[src/rtl/spi_master_ctrl_if.sv]
// spi_master_ctrl_if: request/response and SPI pin bundle for spi_master_ctrl.
// The master modport is the controller's view; the slave modport is the view
// of whatever sits on the other side (the requester and the SPI target).
interface spi_master_ctrl_if #(
    parameter int DATA_W = 8,
    parameter int DIV_W  = 8
);
    logic [1:0]        mode;
    logic [DIV_W-1:0]  clk_div;
    logic [DATA_W-1:0] tx_data;
    logic              tx_valid;
    logic              tx_ready;
    logic [DATA_W-1:0] rx_data;
    logic              rx_valid;
    logic              busy;
    logic              cs;
    logic              sclk;
    logic              mosi;
    logic              miso;

    modport master (
        input  mode, clk_div, tx_data, tx_valid, miso,
        output tx_ready, rx_data, rx_valid, busy, cs, sclk, mosi
    );

    modport slave (
        output mode, clk_div, tx_data, tx_valid, miso,
        input  tx_ready, rx_data, rx_valid, busy, cs, sclk, mosi
    );
endinterface

[src/rtl/spi_master_ctrl.sv]
// spi_master_ctrl: single-word SPI master for modes 0..3.
// Frame: ASSERT (H cycles, cs low, first bit on mosi), XFER (2*DATA_W sclk
// toggles, one every H cycles), HOLD (H cycles), GAP (H cycles, cs high).
// H = clk_div + 1. Optional build macro SPI_MASTER_LSB_FIRST_EN switches
// both directions to LSB-first; default is MSB-first with identical timing.
module spi_master_ctrl #(
    parameter int DATA_W = 8,
    parameter int DIV_W  = 8
) (
    input  logic               clk,
    input  logic               reset_n,
    spi_master_ctrl_if.master  bus
);
    localparam int EDGES = 2 * DATA_W;
    localparam int EW    = $clog2(EDGES + 1);

    typedef enum logic [2:0] {
        IDLE,
        ASSERT,
        XFER,
        HOLD,
        GAP
    } state_t;

    state_t            state_q;
    logic [1:0]        mode_q;
    logic [DIV_W-1:0]  div_q;
    logic [DIV_W-1:0]  cnt_q;
    logic [EW-1:0]     edge_q;
    logic [DATA_W-1:0] tx_shift_q;
    logic [DATA_W-1:0] rx_shift_q;
    logic [DATA_W-1:0] rx_data_q;
    logic              cs_q;
    logic              sclk_q;
    logic              rx_valid_q;
    logic              busy_q;

    logic [DATA_W-1:0] tx_shift_d;
    logic [DATA_W-1:0] rx_shift_d;
    logic [EW-1:0]     edge_d;
    logic              half_done;
    logic              sample_edge;
    logic              shift_edge;

    // edge_d is the number of the toggle about to happen (1..2*DATA_W)
    assign edge_d    = edge_q + 1'b1;
    assign half_done = (cnt_q == div_q);

    // Odd toggles are leading edges; CPHA=0 samples on leading, CPHA=1 on
    // trailing. Every other toggle shifts mosi, except toggle 1 (mosi already
    // carries the first bit) and the final toggle (nothing left to send).
    assign sample_edge = edge_d[0] ^ mode_q[0];
    assign shift_edge  = !sample_edge && (edge_d != EW'(1)) && (edge_d != EW'(EDGES));

    // Bit-order dependent shift paths; mosi is always taken from the outgoing end.
    always_comb begin
`ifdef SPI_MASTER_LSB_FIRST_EN
        tx_shift_d = {1'b0, tx_shift_q[DATA_W-1:1]};
        rx_shift_d = {bus.miso, rx_shift_q[DATA_W-1:1]};
`else
        tx_shift_d = {tx_shift_q[DATA_W-2:0], 1'b0};
        rx_shift_d = {rx_shift_q[DATA_W-2:0], bus.miso};
`endif
    end

    // Frame sequencer with registered pin and response outputs.
    always_ff @(posedge clk or negedge reset_n) begin
        if (!reset_n) begin
            state_q    <= IDLE;
            mode_q     <= 2'b00;
            div_q      <= '0;
            cnt_q      <= '0;
            edge_q     <= '0;
            tx_shift_q <= '0;
            rx_shift_q <= '0;
            rx_data_q  <= '0;
            cs_q       <= 1'b1;
            sclk_q     <= 1'b0;
            rx_valid_q <= 1'b0;
            busy_q     <= 1'b0;
        end else begin
            rx_valid_q <= 1'b0;
            case (state_q)
                IDLE: begin
                    // Idle clock level follows the live CPOL so the line is
                    // already correct when cs drops.
                    sclk_q <= bus.mode[1];
                    if (bus.tx_valid) begin
                        mode_q     <= bus.mode;
                        div_q      <= bus.clk_div;
                        tx_shift_q <= bus.tx_data;
                        rx_shift_q <= '0;
                        cnt_q      <= '0;
                        edge_q     <= '0;
                        cs_q       <= 1'b0;
                        busy_q     <= 1'b1;
                        state_q    <= ASSERT;
                    end
                end
                ASSERT, XFER: begin
                    if (half_done) begin
                        cnt_q  <= '0;
                        sclk_q <= ~sclk_q;
                        edge_q <= edge_d;
                        if (sample_edge) begin
                            rx_shift_q <= rx_shift_d;
                        end
                        if (shift_edge) begin
                            tx_shift_q <= tx_shift_d;
                        end
                        state_q <= (edge_d == EW'(EDGES)) ? HOLD : XFER;
                    end else begin
                        cnt_q <= cnt_q + 1'b1;
                    end
                end
                HOLD: begin
                    if (half_done) begin
                        cnt_q      <= '0;
                        cs_q       <= 1'b1;
                        rx_valid_q <= 1'b1;
                        rx_data_q  <= rx_shift_q;
                        state_q    <= GAP;
                    end else begin
                        cnt_q <= cnt_q + 1'b1;
                    end
                end
                GAP: begin
                    sclk_q <= mode_q[1];
                    if (half_done) begin
                        cnt_q   <= '0;
                        busy_q  <= 1'b0;
                        state_q <= IDLE;
                    end else begin
                        cnt_q <= cnt_q + 1'b1;
                    end
                end
                default: begin
                    state_q <= IDLE;
                end
            endcase
        end
    end

`ifdef SPI_MASTER_LSB_FIRST_EN
    assign bus.mosi = tx_shift_q[0];
`else
    assign bus.mosi = tx_shift_q[DATA_W-1];
`endif
    assign bus.tx_ready = (state_q == IDLE);
    assign bus.cs       = cs_q;
    assign bus.sclk     = sclk_q;
    assign bus.rx_data  = rx_data_q;
    assign bus.rx_valid = rx_valid_q;
    assign bus.busy     = busy_q;
endmodule

[src/flat_wrapper.sv]
// flat-port wrapper written by rule: the top's interface ports become plain ports
module spi_master_ctrl_flat 
#(
    parameter int DATA_W = 8,
    parameter int DIV_W  = 8
)
  (clk, reset_n, bus_mode, bus_clk_div, bus_tx_data, bus_tx_valid, bus_miso, bus_tx_ready, bus_rx_data, bus_rx_valid, bus_busy, bus_cs, bus_sclk, bus_mosi);
  spi_master_ctrl_if #(.DATA_W(DATA_W), .DIV_W(DIV_W)) bus_i ();
  input  logic clk;
  input  logic reset_n;
  input wire logic [$bits(bus_i.mode)-1:0] bus_mode;
  input wire logic [$bits(bus_i.clk_div)-1:0] bus_clk_div;
  input wire logic [$bits(bus_i.tx_data)-1:0] bus_tx_data;
  input wire logic [$bits(bus_i.tx_valid)-1:0] bus_tx_valid;
  input wire logic [$bits(bus_i.miso)-1:0] bus_miso;
  output wire logic [$bits(bus_i.tx_ready)-1:0] bus_tx_ready;
  output wire logic [$bits(bus_i.rx_data)-1:0] bus_rx_data;
  output wire logic [$bits(bus_i.rx_valid)-1:0] bus_rx_valid;
  output wire logic [$bits(bus_i.busy)-1:0] bus_busy;
  output wire logic [$bits(bus_i.cs)-1:0] bus_cs;
  output wire logic [$bits(bus_i.sclk)-1:0] bus_sclk;
  output wire logic [$bits(bus_i.mosi)-1:0] bus_mosi;
  assign bus_i.mode = bus_mode;
  assign bus_i.clk_div = bus_clk_div;
  assign bus_i.tx_data = bus_tx_data;
  assign bus_i.tx_valid = bus_tx_valid;
  assign bus_i.miso = bus_miso;
  assign bus_tx_ready = bus_i.tx_ready;
  assign bus_rx_data = bus_i.rx_data;
  assign bus_rx_valid = bus_i.rx_valid;
  assign bus_busy = bus_i.busy;
  assign bus_cs = bus_i.cs;
  assign bus_sclk = bus_i.sclk;
  assign bus_mosi = bus_i.mosi;
  spi_master_ctrl #(.DATA_W(DATA_W), .DIV_W(DIV_W)) u_core (.clk(clk), .reset_n(reset_n), .bus(bus_i));
endmodule
[config.mk]
export PLATFORM = sky130hd
export DESIGN_NAME = spi_master_ctrl_flat
export DESIGN_NICKNAME = d
export VERILOG_FILES = /design/src/rtl/spi_master_ctrl_if.sv /design/src/rtl/spi_master_ctrl.sv /design/src/flat_wrapper.sv
export SDC_FILE = /design/constraint.sdc
export NUM_CORES = 1
export LEC_CHECK = 0
export CAP_MARGIN = 15
export CORE_MARGIN = 2
export CORE_UTILIZATION = 45
export DETAILED_ROUTE_END_ITERATION = 8
export PLACE_DENSITY = 0.69
export SETUP_SLACK_MARGIN = 0.1
export SLEW_MARGIN = 20
export SYNTH_ARGS = -nofsm -noshare
export SYNTH_HDL_FRONTEND = slang
export SYNTH_SLANG_ARGS = --single-unit
[constraint.sdc]
create_clock -name clk -period 2.5 [get_ports clk]
set_clock_uncertainty 0.1 [all_clocks]
set_input_delay 0.5 -clock clk [delete_from_list [all_inputs] [get_ports clk]]
set_output_delay 0.5 -clock clk [all_outputs]
set_load 0.02 [all_outputs]
==> qor.yml <==
outcome: "finished clean"
drv_slew: 0
crit_path_start: "u_core.cnt_q[3]$_DFFE_PN0P_"
fin_crit_ns: 2.175
cts_tree: "yes"
cpPeakStageDelay_ns: 0.48
grt_max_degree: 22
dominantRegCellSynth: "dfrtp_1"
worstReg2RegStart: "u_core.cnt_q[3]$_DFFE_PN0P_"
cp_data_required_time_ns: 2.61
initial_core_util: 0.4724
crit_arrival_ns: 2.28
worst_pin_slew_ns: 0.5584
cts.htree.levels: 2
drc: 0
grt_pass1_wl_um: 10410
cts_setup_buffers: 0
area_growth_pct: 22.41
synth_top_area_cell: "dfrtp_1"
grt-ovfl-total: 0
die_area_um2: 6940
cts.clk_slew.worst_paths_ns: 0.10
synth.most_common_cell: "dfrtp_1"
gp_congestion: 0.8280
critPathKind: "flip-flop to flip-flop"
drt_iter0_markers: 146
slew_headroom: 0.6257
finalCritPeriodShare: 0.8699
crit_path_top_delay_cell: "dfrtp_1"
worstHoldStart: "u_core.rx_shift_q[7]$_DFFE_PN0P_"
synth_fp_nets: 292
ir_drop_mv: 0.3768
ant_nets: 0
syn_area_per_cell_um2: 10.60
cts.sinks: 54
viasPerCell: 5.656
cap_violations: 0
drive_above_1_share: 0.1752
async_flop_share: 1.000
core_um2: 5991
fmax_mhz: 459.8
yosysWarnings: 0
synth.top_cells.by_count: "53 x dfrtp_1, 20 x nand3_1, 18 x mux2_2"
fin_tns_setup_ns: 0
ys_types: 50
synth_top_area_frac: 0.4686
cts_buffers: 5
chipWidth_um: 83.31
leakagePower_nw: 1.438
hp-class: "flip-flop to flip-flop"
dp_hpwl_um: 4424
synth_edf_count: 0
holdWs_ns: 0.4072
synth_compound_area_frac: 0.1649
nNetsFinal: 338
synth_area_leaders: "dfrtp_1 47%, mux2_2 7.2%, nand3_1 3.5%, a22o_1 3.1%, xnor2_1 3.1%"
first_pass_iters: 4
cp_max_fo: 13
clk_latency_ns: 0.32
synth_xor_xnor_area_share: 0.05261
rows: 28
synth_mux_area_frac: 0.08886
synth-simple-area-share: 0.1706
post_drt_wl_per_cell_um: 16.04
yosysSeqAreaShare: 0.4779
rsz0062_at_grt: "no"
cp-start-kind: "flip-flop"
antenna_found_initial: 0
clockBufferDepth: 2
power.density_nw_per_um2: 445.5
synth_fa_ha_area_frac: 0.02078
io_buffers: 35
via_count: 2200
syn_area_um2: 2830
crit_family: "simple AND/OR/NAND/NOR gates"
hold_violations: 0
grt_use_total: 0.1843
cts_root_buf: "clkbuf_8"
die_h_um: 83.31
cp_cell_sequence: "xnor2_1 > and4_4 > nand2_4 > nor3_4 > buf_4 > mux2_1"
num_antenna_cells: 0
n_fill_cell: 502
grt_pass1_vias: 2061
synth_top_family_by_area: "simple AND/OR/NAND/NOR gates"
crit_buf_inv: 1
postSynthCellCount: 267
io_pins: 36
synth.ff_latch_count: 54
end_kind: "flip-flop"
finalSetupViolCount: 0
wl_um: 6238
routing by layer:
layer  track usage  vias up  wire length, µm
met2        0.2698       39             2754
met4       0.05365        0               80
met1        0.2713     1072             3138
met3       0.04473        6              265
met5             0        -                0
li1              -     1083                -
report_power, final:
part	switching, mW	internal, mW
Sequential	0	0.873
Combinational	0.0240	0.0320
Clock	0.311	0.304
Total	0.335	1.21
kinds of logic after synthesis:
family                     Yosys count
and+or+nand+nor                     86
AOI/OAI and AO/OA                   67
DFF                                 54
muxes                               21
xor gates and xnor gates            17
buffers and inverters               17
adders and majority gates            5
per-stage QoR:
stage               total power [mW]    util  instance area (µm²)  cells  setup slack [ns]
floorplan                     0.8908       -                 2830    267            0.4528
global placement              0.9462  0.5574                 3339    380           0.01784
detailed placement            0.9462  0.5574                 3339    380           0.01421
CTS                            1.558  0.5783                 3465    389            0.3301
global route                   1.591  0.5783                 3465    389            0.2082
finish                         1.544  0.5783                 3465    389            0.3253
cells in the final DEF (no fill, tap or decap), types with 2 or more instances in the layout:
master | Yosys | routed
a22oi_1 | 7 | 7
dfrtp_1 | 53 | 53
buf_4 | 0 | 17
ha_1 | 3 | 3
or3_1 | 2 | 2
a21oi_1 | 7 | 7
clkdlybuf4s50_1 | 0 | 33
nand3b_1 | 3 | 3
xnor2_1 | 10 | 10
a31oi_1 | 4 | 4
a22o_1 | 10 | 10
clkbuf_8 | 0 | 5
mux2_2 | 18 | 18
and3_1 | 2 | 2
nand2_1 | 11 | 11
a211oi_1 | 3 | 3
a21o_1 | 3 | 3
nor3_1 | 4 | 4
nor3b_1 | 5 | 5
o21ai_0 | 16 | 16
nand3_1 | 20 | 20
nand2b_1 | 4 | 4
nor2_1 | 14 | 14
and2_1 | 6 | 6
nor2b_1 | 2 | 2
nand4_1 | 5 | 5
xor2_1 | 7 | 7
o211ai_1 | 8 | 8
a2111oi_0 | 3 | 3
inv_1 | 3 | 3
layout make-up:
class,count,area (µm²),area share
Sequential cell,54,1353,0.3904
Timing Repair Buffer,53,481.7,0.1390
Inverter,3,11.26,0.003250
Multi-Input combinational cell,196,1409,0.4066
Tap cell,75,93.84,0.02709
Clock inverter,3,47.55,0.01372
Clock buffer,5,68.82,0.01986
worst paths after layout:
check | to | slack (ns) | cells after the start
max | u_core.bus.rx_data[6]$_DFFE_PN0P_ | 0.33 | 6
min reg2reg | u_core.rx_shift_q[7]$_DFFE_PN0P_ | 0.41 | 1
max reg2reg | u_core.bus.rx_data[6]$_DFFE_PN0P_ | 0.33 | 6
max in group asynchronous | u_core.bus.cs$_DFFE_PN1P_ | 1.11 | 3
min in group asynchronous | u_core.div_q[7]$_DFFE_PN0P_ | 0.54 | 2
min | u_core.rx_shift_q[7]$_DFFE_PN0P_ | 0.41 | 1
state kept, by name (all words and copies together), names as in the netlist, 2 cells and up:
| name | flops |
|---|---|
| u_core.tx_shift_q | 8 |
| u_core.edge_q | 5 |
| u_core.div_q | 8 |
| u_core.rx_shift_q | 8 |
| u_core.bus.rx_data | 8 |
| u_core.cnt_q | 8 |
| u_core.mode_q | 2 |
| u_core.state_q | 3 |
timing repair:
item | CTS | global route
hold endpoints to repair | 14 | 0
hold buffers | 1 | 0
setup endpoints to repair | 1 | 0
resized for setup | 1 | 0
Note: power is estimated with default switching activity, not from simulation.
